## src/rtl/conv_pkg.sv

```systemverilog
// rtl/conv_pkg.sv - shared widths, state encoding and frame type for the result drain
package conv_pkg;

  localparam int DATA_W = 32;
  localparam int LANES  = 4;
  localparam int LANE_W = $clog2(LANES);

  typedef enum logic {
    ST_IDLE = 1'b0,
    ST_SEND = 1'b1
  } drain_state_t;

  // Lane 0 sits in the lowest slice so frame[lane] selects the word directly.
  typedef logic [LANES-1:0][DATA_W-1:0] frame_t;

endpackage

```

## src/rtl/conv_result_drain_if.sv

```systemverilog
// rtl/conv_result_drain_if.sv - valid/ready result word stream with lane index and frame marker
interface conv_result_drain_if;
  import conv_pkg::*;

  logic              out_valid;
  logic              out_ready;
  logic [DATA_W-1:0] out_data;
  logic [LANE_W-1:0] out_idx;
  logic              out_last;

  modport master (output out_valid, out_data, out_idx, out_last, input out_ready);
  modport slave  (input out_valid, out_data, out_idx, out_last, output out_ready);

endinterface

```

## src/rtl/conv_frame_fifo.sv

```systemverilog
// rtl/conv_frame_fifo.sv - DEPTH-entry FIFO holding whole result frames
module conv_frame_fifo
  import conv_pkg::*;
#(
  parameter int DEPTH = 4
) (
  input  logic                   clk,
  input  logic                   reset,
  input  logic                   push,
  input  logic                   pop,
  input  frame_t                 din,
  output frame_t                 dout,
  output logic                   full,
  output logic                   empty,
  output logic [$clog2(DEPTH):0] count
);

  localparam int PTR_W = $clog2(DEPTH);
  localparam int CNT_W = PTR_W + 1;

  frame_t             mem_q [DEPTH];
  frame_t             mem_d [DEPTH];
  logic [PTR_W-1:0]   wr_ptr_q, wr_ptr_d;
  logic [PTR_W-1:0]   rd_ptr_q, rd_ptr_d;
  logic [CNT_W-1:0]   count_q, count_d;
  logic               do_push, do_pop;

  assign full  = (count_q == CNT_W'(DEPTH));
  assign empty = (count_q == '0);
  assign count = count_q;
  assign dout  = mem_q[rd_ptr_q];

  // Next-state for storage, pointers and occupancy; a push into a full FIFO only lands alongside a pop.
  always_comb begin
    mem_d    = mem_q;
    wr_ptr_d = wr_ptr_q;
    rd_ptr_d = rd_ptr_q;
    count_d  = count_q;
    do_pop   = pop && !empty;
    do_push  = push && (!full || do_pop);
    if (do_push) begin
      mem_d[wr_ptr_q] = din;
      wr_ptr_d        = wr_ptr_q + 1'b1;
    end
    if (do_pop) begin
      rd_ptr_d = rd_ptr_q + 1'b1;
    end
    case ({do_push, do_pop})
      2'b10:   count_d = count_q + 1'b1;
      2'b01:   count_d = count_q - 1'b1;
      default: count_d = count_q;
    endcase
  end

  // Frame storage carries no reset; occupancy decides what is valid.
  always_ff @(posedge clk) begin
    mem_q <= mem_d;
  end

  // Pointer and occupancy registers.
  always_ff @(posedge clk or posedge reset) begin
    if (reset) begin
      wr_ptr_q <= '0;
      rd_ptr_q <= '0;
      count_q  <= '0;
    end else begin
      wr_ptr_q <= wr_ptr_d;
      rd_ptr_q <= rd_ptr_d;
      count_q  <= count_d;
    end
  end

endmodule

```

## src/rtl/conv_result_drain.sv

```systemverilog
// rtl/conv_result_drain.sv - captures systolic result frames and serialises them one word per beat
module conv_result_drain
  import conv_pkg::*;
#(
  parameter int DEPTH   = 4,
  parameter bit RELU_EN = 1'b0
) (
  input  logic                clk,
  input  logic                reset,
  input  logic                cap,
  input  logic [DATA_W-1:0]   mem_data1,
  input  logic [DATA_W-1:0]   mem_data2,
  input  logic [DATA_W-1:0]   mem_data3,
  input  logic [DATA_W-1:0]   mem_data4,
  conv_result_drain_if.master out_if,
  output logic [7:0]          frame_cnt,
  output logic                overflow,
  output logic                busy
);

  localparam int CNT_W = $clog2(DEPTH) + 1;

  drain_state_t      state_q, state_d;
  logic [LANE_W-1:0] lane_q, lane_d;
  logic [7:0]        frame_cnt_q, frame_cnt_d;
  logic              overflow_q, overflow_d;

  frame_t            cap_frame;
  frame_t            head;
  logic              fifo_full, fifo_empty;
  logic [CNT_W-1:0]  fifo_count;
  logic              push, pop, beat_fire, last_lane;
  logic [DATA_W-1:0] word;

  assign cap_frame = {mem_data4, mem_data3, mem_data2, mem_data1};
  assign last_lane = (lane_q == LANE_W'(LANES - 1));

  conv_frame_fifo #(.DEPTH(DEPTH)) u_fifo (
    .clk   (clk),
    .reset (reset),
    .push  (push),
    .pop   (pop),
    .din   (cap_frame),
    .dout  (head),
    .full  (fifo_full),
    .empty (fifo_empty),
    .count (fifo_count)
  );

  // Capture/drop decision and serialiser next-state: lane walk, frame pop and completion count.
  always_comb begin
    state_d     = state_q;
    lane_d      = lane_q;
    frame_cnt_d = frame_cnt_q;
    overflow_d  = overflow_q;
    beat_fire   = (state_q == ST_SEND) && out_if.out_ready;
    pop         = beat_fire && last_lane;
    push        = cap && (!fifo_full || pop);
    if (cap && !push) begin
      overflow_d = 1'b1;
    end
    case (state_q)
      ST_IDLE: begin
        if (!fifo_empty) state_d = ST_SEND;
      end
      ST_SEND: begin
        if (beat_fire) begin
          if (last_lane) begin
            lane_d      = '0;
            frame_cnt_d = frame_cnt_q + 8'd1;
            // Keep streaming without a bubble if another frame remains after this pop.
            if (fifo_count == CNT_W'(1) && !push) state_d = ST_IDLE;
          end else begin
            lane_d = lane_q + 1'b1;
          end
        end
      end
      default: state_d = ST_IDLE;
    endcase
  end

  // Read path: head word for the current lane, optionally clamped; stored data stays untouched.
  always_comb begin
    word = head[lane_q];
    if (RELU_EN && word[DATA_W-1]) begin
      word = '0;
    end
    out_if.out_valid = (state_q == ST_SEND);
    out_if.out_data  = (state_q == ST_SEND) ? word : '0;
    out_if.out_idx   = lane_q;
    out_if.out_last  = (state_q == ST_SEND) && last_lane;
  end

  // Serialiser and status registers.
  always_ff @(posedge clk or posedge reset) begin
    if (reset) begin
      state_q     <= ST_IDLE;
      lane_q      <= '0;
      frame_cnt_q <= '0;
      overflow_q  <= 1'b0;
    end else begin
      state_q     <= state_d;
      lane_q      <= lane_d;
      frame_cnt_q <= frame_cnt_d;
      overflow_q  <= overflow_d;
    end
  end

  assign frame_cnt = frame_cnt_q;
  assign overflow  = overflow_q;
  assign busy      = (state_q == ST_SEND) || !fifo_empty;

endmodule

```

## src/flat_wrapper.sv

```systemverilog
// flat-port wrapper written by rule: the top's interface ports become plain ports
module conv_result_drain_flat import conv_pkg::*;
#(
  parameter int DEPTH   = 4,
  parameter bit RELU_EN = 1'b0
)
  (clk, reset, cap, mem_data1, mem_data2, mem_data3, mem_data4, frame_cnt, overflow, busy, out_if_out_valid, out_if_out_data, out_if_out_idx, out_if_out_last, out_if_out_ready);
  conv_result_drain_if out_if_i ();
  input  logic clk;
  input  logic reset;
  input  logic cap;
  input  logic [DATA_W-1:0] mem_data1;
  input  logic [DATA_W-1:0] mem_data2;
  input  logic [DATA_W-1:0] mem_data3;
  input  logic [DATA_W-1:0] mem_data4;
  output logic [7:0] frame_cnt;
  output logic overflow;
  output logic busy;
  output wire logic [$bits(out_if_i.out_valid)-1:0] out_if_out_valid;
  output wire logic [$bits(out_if_i.out_data)-1:0] out_if_out_data;
  output wire logic [$bits(out_if_i.out_idx)-1:0] out_if_out_idx;
  output wire logic [$bits(out_if_i.out_last)-1:0] out_if_out_last;
  input wire logic [$bits(out_if_i.out_ready)-1:0] out_if_out_ready;
  assign out_if_out_valid = out_if_i.out_valid;
  assign out_if_out_data = out_if_i.out_data;
  assign out_if_out_idx = out_if_i.out_idx;
  assign out_if_out_last = out_if_i.out_last;
  assign out_if_i.out_ready = out_if_out_ready;
  conv_result_drain #(.DEPTH(DEPTH), .RELU_EN(RELU_EN)) u_core (.clk(clk), .reset(reset), .cap(cap), .mem_data1(mem_data1), .mem_data2(mem_data2), .mem_data3(mem_data3), .mem_data4(mem_data4), .out_if(out_if_i), .frame_cnt(frame_cnt), .overflow(overflow), .busy(busy));
endmodule
```

## config.mk

```make
export PLATFORM = sky130hd
export DESIGN_NAME = conv_result_drain_flat
export DESIGN_NICKNAME = d
export VERILOG_FILES = /design/src/rtl/conv_pkg.sv /design/src/rtl/conv_result_drain_if.sv /design/src/rtl/conv_frame_fifo.sv /design/src/rtl/conv_result_drain.sv /design/src/flat_wrapper.sv
export SDC_FILE = /design/constraint.sdc
export NUM_CORES = 1
export LEC_CHECK = 0
export BUFFER_PORTS_ARGS = -buffer_cell sky130_fd_sc_hd__buf_4
export CAP_MARGIN = 25
export CELL_PAD_IN_SITES_DETAIL_PLACEMENT = 1
export CELL_PAD_IN_SITES_GLOBAL_PLACEMENT = 2
export CORE_MARGIN = 2
export CORE_UTILIZATION = 45
export CTS_CLUSTER_DIAMETER = 120
export DETAILED_ROUTE_END_ITERATION = 8
export HOLD_SLACK_MARGIN = 0.1
export PLACE_DENSITY = 0.87
export SYNTH_ARGS = -nofsm -noshare
export SYNTH_HDL_FRONTEND = slang
export SYNTH_SLANG_ARGS = --single-unit
```

## constraint.sdc

```tcl
create_clock -name clk -period 6.23 [get_ports clk]
set_input_delay 0.623 -clock clk [delete_from_list [all_inputs] [get_ports clk]]
set_output_delay 0.623 -clock clk [all_outputs]
set_load 0.02 [all_outputs]
```

==> qor.txt, run 1 <==
status = finished, final reports clean
first-pass GRT wire length = 72.3 mm
Seq/Total Area, Yosys = 76.0%
largest net degree at the start of global routing = 129
Reg-to-Reg End = u_core.u_fifo.mem_q[264]$_DFFE_PP_
Hold Path Class = input port to asynchronous set/reset pin
setup slack, reg-to-reg = 2730 ps
clk buf depth = 3
ranking of synthesized cells by area = edfxtp_1, mux2i_1, a22oi_1, dfrtp_1, nand2_1
Port Buf Inserts = 177
Synth top cells by count = edfxtp_1, mux2i_1, a22oi_1, nand2_1, o22ai_1
detailed-router iteration count before antenna repair = 5
post-synthesis async set-or-reset flop share = 3.58%
Die Wd = 219 um
part of the power in the clock network = 26.0%
R2R cell count = 5
Routed Antenna Nets = 0
Critical R2R Launch = u_core.out_if.out_idx[0]$_DFFE_PP0P_
post-CTS sizing = 0
endpoints failing setup = 0
Gate Count Post-Synth = 1128
sequential share of power = 41.2%
Worst-Margin Slew = 974 ps
IO Count = 178
Synthesized Nets = 1271
DRT iter0 DRCs = 728
count of distinct cell types in the synthesized netlist = 34
critical path startpoint category = register
Post-DP HPWL = 28.2 mm
Pins Over Slew Limit = 0
Setup TNS Final = 0 ps
CP Capture Type = output pin
CTS clock-pin slew for the worst setup and hold paths = 60 ps
layout cells sized above 1 = 21.5%
synth-to-layout area growth = 17.2%
die area = 48100 um2
Die Y = 219 um
H-tree depth = 2
switching part of the total = 33.7%
Rel. slew slack = 35.0%
most frequent cell after synthesis = edfxtp_1
RSZ-0062 raised after global routing = false
crit path time final = 4220 ps
Vias/cell = 5.54
Yosys top cell area share = 73.8%
total CTS buffers = 54
skew final = 12.1 ps
syn avg cell area = 18.5 um2
dominant synthesized flop cell = edfxtp_1
# clock sinks = 531
setup bufs post-CTS = 0
final wirelength = 48.1 mm
CTS tree = yes
Mapped Area = 20800 um2
worst vdd ir = 355 uV
final hold vios = 0
Setup crit end = out_if_out_data[25]
final core utilization = 53.6%
initial antenna violation count = 9
global route overflow = 0
number of global-route vias before repair = 11.8k
Syn. warnings = 0
DR WL/cell = 24.4 um
Vias = 10.9k
core area = 45600 um2
Placer Congestion = 0.744
Root Buffer Master = clkbuf_16
gr usage total = 20.2%
pwr dens = 500 nW/um2
Internal = 8.10 mW
part of the power in combinational logic = 32.9%
number of fillers in the final layout = 4149
cell taking the most area after synthesis = edfxtp_1
Leakage = 8.93 nW
Seq cells post-synth = 531
number of synthesized flops with an enable pin = 512
crit path kind = register to output pin
Starting Density = 45.7%
DRC = 0
num rows = 78
Peak Freq = 237 MHz
Clock Latency Late Sink = 590 ps
crit path DAT = 3600 ps
Post-layout nets = 1461
Psw = 4.12 mW
Crit path required time = 5610 ps
Worst Path Max Fanout = 37
crit share post-route = 67.7%
CP startpoint = u_core.out_if.out_idx[0]$_DFFE_PP0P_
max-cap violation count = 0
cts hold-fix bufs = 0
## cell type report
type | count | area, um2 | share of cell area [%]
timing repair buffer | 194 | 1540 | 6.32
inverter | 8 | 30.0 | 0.123
antenna | 7 | 17.5 | 0.0717
multi-input combinational | 529 | 4490 | 18.4
sequential | 531 | 15900 | 64.9
tap | 600 | 751 | 3.07
clock inverter | 35 | 284 | 1.16
clock buffer | 66 | 1460 | 5.98
## metal layers
metal  part of all wire (%)  up-vias  routed length (um)  GRT usage (%)
li1                       -     4915                   -              -
met1                     43     5645               20500           26.6
met2                     49      269               23800           33.0
met3                    5.5       77                2660           4.60
met4                    2.4        4                1180           7.21
met5                  0.056        -                  27              0
## through the flow
stage	hold WS [ps]	setup WS (ps)	total power [mW]	area, um2	cells
finish	187	2010	12.2	24400	1970
global route	212	1780	12.8	24400	1968
CTS	190	1890	12.3	24400	1962
detailed placement	467	2550	9.13	22600	1861
global placement	462	2610	9.00	22600	1861
floorplan	478	1550	7.88	20800	1128
## worst max-delay path: stages, from the launching register on
cell	delay, ps
dfrtp_1	890
nor2b_4	900
buf_4	620
a22oi_1	130
nand2_1	110
o22ai_1	130
buf_4	210
## how the worst min path moves through the flow
stage,slack (ps),to,from,depth (start not counted)
3_3_place_gp,460,u_core.frame_cnt[7]$_DFFE_PP0P_,u_core.frame_cnt[7]$_DFFE_PP0P_,1
4_1_cts,190,u_core.frame_cnt[5]$_DFFE_PP0P_,reset,2
6_report,190,u_core.frame_cnt[6]$_DFFE_PP0P_,reset,2
5_1_grt,210,u_core.u_fifo.mem_q[198]$_DFFE_PP_,mem_data3[6],1
2_1_floorplan,480,u_core.u_fifo.count[1]$_DFFE_PP0P_,u_core.u_fifo.count[1]$_DFFE_PP0P_,2
3_5_place_dp,470,u_core.overflow$_DFFE_PP0P_,u_core.overflow$_DFFE_PP0P_,1
## flip-flops by register name, indices dropped and copies added (netlist names)
register,flops
u_core.out_if.out_valid,1
u_core.u_fifo.rd_ptr_q,2
u_core.u_fifo.wr_ptr_q,2
u_core.u_fifo.count,3
u_core.u_fifo.mem_q,512
u_core.out_if.out_idx,2
u_core.frame_cnt,8
u_core.overflow,1
## power groups by stage
stage | sequential (mW) | combinational, mW | clock, mW
3_3_place_gp | 5.05 | 3.95 | 0
5_1_grt | 5.09 | 4.34 | 3.37
4_1_cts | 5.03 | 4.06 | 3.24
6_report | 5.03 | 4.02 | 3.17
2_1_floorplan | 5.04 | 2.85 | 0
3_5_place_dp | 5.10 | 4.03 | 0
## cells in the final DEF, fill, tap and decap left out, types with 2 or more instances in the layout
| cell | n |
|---|---|
| a221oi_1 | 7 |
| a221oi_2 | 2 |
| a22oi_1 | 110 |
| and2_1 | 3 |
| and3_4 | 4 |
| buf_12 | 7 |
| buf_4 | 187 |
| bufinv_16 | 5 |
| clkbuf_1 | 9 |
| clkbuf_16 | 57 |
| clkinv_1 | 18 |
| clkinv_2 | 10 |
| dfrtp_1 | 18 |
| diode_2 | 7 |
| edfxtp_1 | 512 |
| ha_1 | 11 |
| inv_1 | 8 |
| mux2_2 | 3 |
| mux2i_1 | 239 |
| mux4_2 | 9 |
| nand2_1 | 64 |
| nand3_1 | 5 |
| nor2_1 | 5 |
| nor2b_4 | 2 |
| o21ai_0 | 3 |
| o21ai_1 | 16 |
| o22ai_1 | 23 |
| xnor2_1 | 9 |
| xor2_1 | 4 |
## logic make-up after synthesis
| family | Yosys count | share of synthesized area [%] |
|---|---|---|
| XOR/XNOR | 13 | 0.546 |
| adder cells (fa/ha/maj) | 11 | 0.660 |
| AO/OA/AOI/OAI | 163 | 5.62 |
| flip-flops | 531 | 76.0 |
| AND/OR/NAND/NOR | 91 | 1.86 |
| multiplexers | 251 | 12.6 |
| buffers and inverters | 68 | 2.67 |
(Power assumes the default switching activity.)
==> run 2: changes to the inputs <==
- ABC_AREA: default -> 1
- CORE_UTILIZATION: 45 -> 40
- PLACE_DENSITY: 0.87 -> 0.88
- clock period: 6.23 -> 4.4 ns (I/O delays scaled with it)
==> qor.txt, run 2 <==
initial antenna violation count = 10 (+1)
total CTS buffers = 56 (+3.7%)
most frequent cell after synthesis = nand2_1
Routed Antenna Nets = 0 (unchanged)
first-pass GRT wire length = 99.6 mm (+38%)
post-synthesis async set-or-reset flop share = 3.58% (unchanged)
# clock sinks = 531 (unchanged)
Reg-to-Reg End = u_core.u_fifo.mem_q[6]$_DFFE_PP_
most frequent cells in the layout = nand2_1, edfxtp_1, nand3_1
cell taking the most area after synthesis = edfxtp_1
Gate Count Post-Synth = 2110 (+87%)
synth-to-layout area growth = 22.7%
Rel. slew slack = 32.3% (-2.7 points)
crit path DAT = 3240 ps (-360 ps)
Setup WS pre-CTS = 1360 ps (-1190 ps)
Hold Startpoint = out_if_out_ready
Yosys top cell area share = 67.9% (-5.8 points)
syn avg cell area = 10.7 um2 (-42%)
Post-layout nets = 2536 (+74%)
R2R cell count = 6 (+1)
Seq cells post-synth = 531 (unchanged)
Hold Path Class = input port to register
Mapped Area = 22600 um2 (+8.6%)
worst vdd ir = 484 uV (+36%)
WL met1 = 27.7 mm (+35%)
metal3 WL = 3.02 mm (+14%)
worst hold endpoint = u_core.out_if.out_idx[0]$_DFFE_PP0P_
status = finished, final reports clean
final critical-path setup slack = 723 ps (-1290 ps)
CTS clock-pin slew for the worst setup and hold paths = 60 ps (about the same)
num rows = 87 (+12%)
DRC = 0 (unchanged)
DRT iter0 DRCs = 1144 (+57%)
largest reg by FF count = u_core.u_fifo.mem_q
CP Capture Type = output pin
number of fillers in the final layout = 6114 (+47%)
Finished Layout Cells = 3202 (+63%)
Seq/Total Area, Yosys = 70.0% (-6.0 points)
Starting Density = 40.3% (-5.4 points)
number of global-route vias before repair = 17.5k (+48%)
Setup TNS Final = 0 ps (unchanged)
Hold Path Cell Cnt = 4
routed length on met2 = 31.5 mm (+33%)
placed insts = 2961 (+59%)
largest net degree at the start of global routing = 151 (+17%)
Root Buffer Master = clkbuf_16
Internal = 11.4 mW (+41%)
Die Y = 242 um (+10%)
Top cell by count, worst path = nand2_1
Critical R2R Launch = u_core.out_if.out_idx[0]$_DFFE_PP0P_
part of the power in the clock network = 24.3% (-1.7 points)
Vias/cell = 5.00 (-9.8%)
DR top layer = met5
Syn. warnings = 0 (unchanged)
Worst-Margin Slew = 1010 ps (+40.6 ps)
critical path startpoint category = register
ranking of synthesized cells by area = edfxtp_1, nand2_1, nand3_1, inv_1, dfrtp_1
Leakage = 11.7 nW (+31%)
clk buf depth = 3 (unchanged)
Die Wd = 242 um (+10%)
Port Buf Inserts = 177 (unchanged)
Placer Congestion = 0.775 (+4.2%)
H-tree depth = 2 (unchanged)
pwr dens = 674 nW/um2 (+35%)
Worst Path Max Fanout = 71 (+92%)
CP peak stage delay = 650 ps (-250 ps)
DR WL/cell = 20.0 um (-18%)
dominant synthesized flop cell = edfxtp_1
core area = 56200 um2 (+23%)
count of distinct cell types in the synthesized netlist = 22 (-35%)
max-cap violation count = 0 (unchanged)
CP cell instances = inv_6, buf_4, nand2_1, nand2_1, nand2_1, nand3_1, nand3_1, a21oi_1, buf_4
die area = 58500 um2 (+22%)
skew final = 22.8 ps (+10.7 ps)
endpoints failing setup = 0 (unchanged)
Synth top cells by count = nand2_1, edfxtp_1, nand3_1, inv_1, buf_2
Synthesized Nets = 2253 (+77%)
global route overflow = 0 (unchanged)
switching part of the total = 38.9% (+5.2 points)
CTS tree = yes
crit path max-delay cell type = dfrtp_4
setup slack, reg-to-reg = 1580 ps (-1150 ps)
most common cell after layout, fill and taps aside = nand2_1
Psw = 7.28 mW (+77%)
final wirelength = 64.0 mm (+33%)
Clock Latency Late Sink = 610 ps (+20 ps)
number of synthesized flops with an enable pin = 512 (unchanged)
Vias = 16.0k (+47%)
hold slack final = 256 ps (+69.0 ps)
crit share post-route = 83.6%
layout cells sized above 1 = 12.0% (-9.5 points)
final hold vios = 0 (unchanged)
detailed-router iteration count before antenna repair = 5 (unchanged)
IO Count = 178 (unchanged)
Peak Freq = 272 MHz
Largest register FFs = 512 (unchanged)
Post-DP HPWL = 37.2 mm (+32%)
sequential share of power = 37.5% (-3.7 points)
crit path time final = 3680 ps
part of the power in combinational logic = 38.2% (+5.3 points)
gr usage total = 22.1% (+1.9 points)
crit path kind = register to output pin
Crit path required time = 3960 ps (-1650 ps)
Pins Over Slew Limit = 0 (unchanged)
RSZ-0062 raised after global routing = false
-- run 2: changes by cell type after synthesis, moves of 11 or more --
cell      change
inv_1       +272
clkbuf_1     +11
nand3_1     +319
buf_6        +16
a21oi_1      +32
o21ai_1      -16
a22oi_1     -110
nand2_1     +719
buf_2        +36
mux2i_1     -239
o22ai_1      -23
-- run 2: power groups by stage --
stage | sequential, mW | combinational [mW] | clock (mW)
after global routing | 7.09 | 7.89 | 4.81
after detailed placement | 7.11 | 7.08 | 0
after global placement | 7.05 | 6.87 | 0
after CTS | 7.01 | 7.24 | 4.64
after floorplan | 7.11 | 4.48 | 0
final | 7.01 | 7.15 | 4.55
-- run 2: routing by layer --
metal,global-route usage (%),vias up
met4,7.81,8
met2,37.8,363
met5,0,-
met1,28.3,8025
li1,-,7478
met3,3.78,124
-- run 2: cells by family after synthesis --
group	count (synthesis)	synth area share (%)
and+or+nand+nor	1124	20.5
DFF	531	70.0
buffers and inverters	390	7.46
AOI/OAI and AO/OA	42	0.979
xor gates and xnor gates	12	0.464
adders and majority gates	11	0.608
-- run 2: critical path, delay by kind of cell (launching register included) --
kind / cells / cell delay (ps)
and+or+nand+nor: 5 / 470
DFF: 1 / 650
buffers and inverters: 3 / 1110
AOI/OAI and AO/OA: 1 / 320
-- run 2: per-stage QoR --
step	utilization (%)	area (um2)	power (mW)
floorplan	-	22600	11.6
global placement	43.9	24700	13.9
detailed placement	43.9	24700	14.2
CTS	49.4	27700	18.9
global route	49.4	27800	19.8
finish	49.4	27800	18.7
-- run 2: worst max-delay path by stage --
stage / from / endpoint / slack (ps) / cells after the start
2_1_floorplan: u_core.out_if.out_idx[0]$_DFFE_PP0P_ / u_core.u_fifo.mem_q[0]$_DFFE_PP_ / -650 / 5
5_1_grt: u_core.u_fifo.rd_ptr_q[0]$_DFFE_PP0P_ / out_if_out_data[12] / 510 / 9
6_report: u_core.u_fifo.rd_ptr_q[0]$_DFFE_PP0P_ / out_if_out_data[15] / 720 / 9
3_5_place_dp: u_core.u_fifo.rd_ptr_q[0]$_DFFE_PP0P_ / out_if_out_data[12] / 1360 / 9
3_3_place_gp: u_core.u_fifo.rd_ptr_q[0]$_DFFE_PP0P_ / out_if_out_data[12] / 1340 / 9
4_1_cts: u_core.u_fifo.rd_ptr_q[0]$_DFFE_PP0P_ / out_if_out_data[12] / 670 / 9
-- run 2: timing repair --
item,CTS,global route
setup buffers,0,0
setup endpoints to repair,0,0
endpoints found under the hold margin,532,0
hold buffers,130,0
gates resized for setup,0,0
-- run 2: cell type report --
type	instances	area (um2)	share of cell area [%]
Sequential cell	531	15900	57.1
Multi-Input combinational cell	1189	5120	18.5
Timing Repair Buffer	334	3000	10.8
Clock buffer	76	1510	5.43
Inverter	281	1060	3.83
Tap cell	756	946	3.41
Clock inverter	27	244	0.879
Antenna cell	8	20.0	0.0721
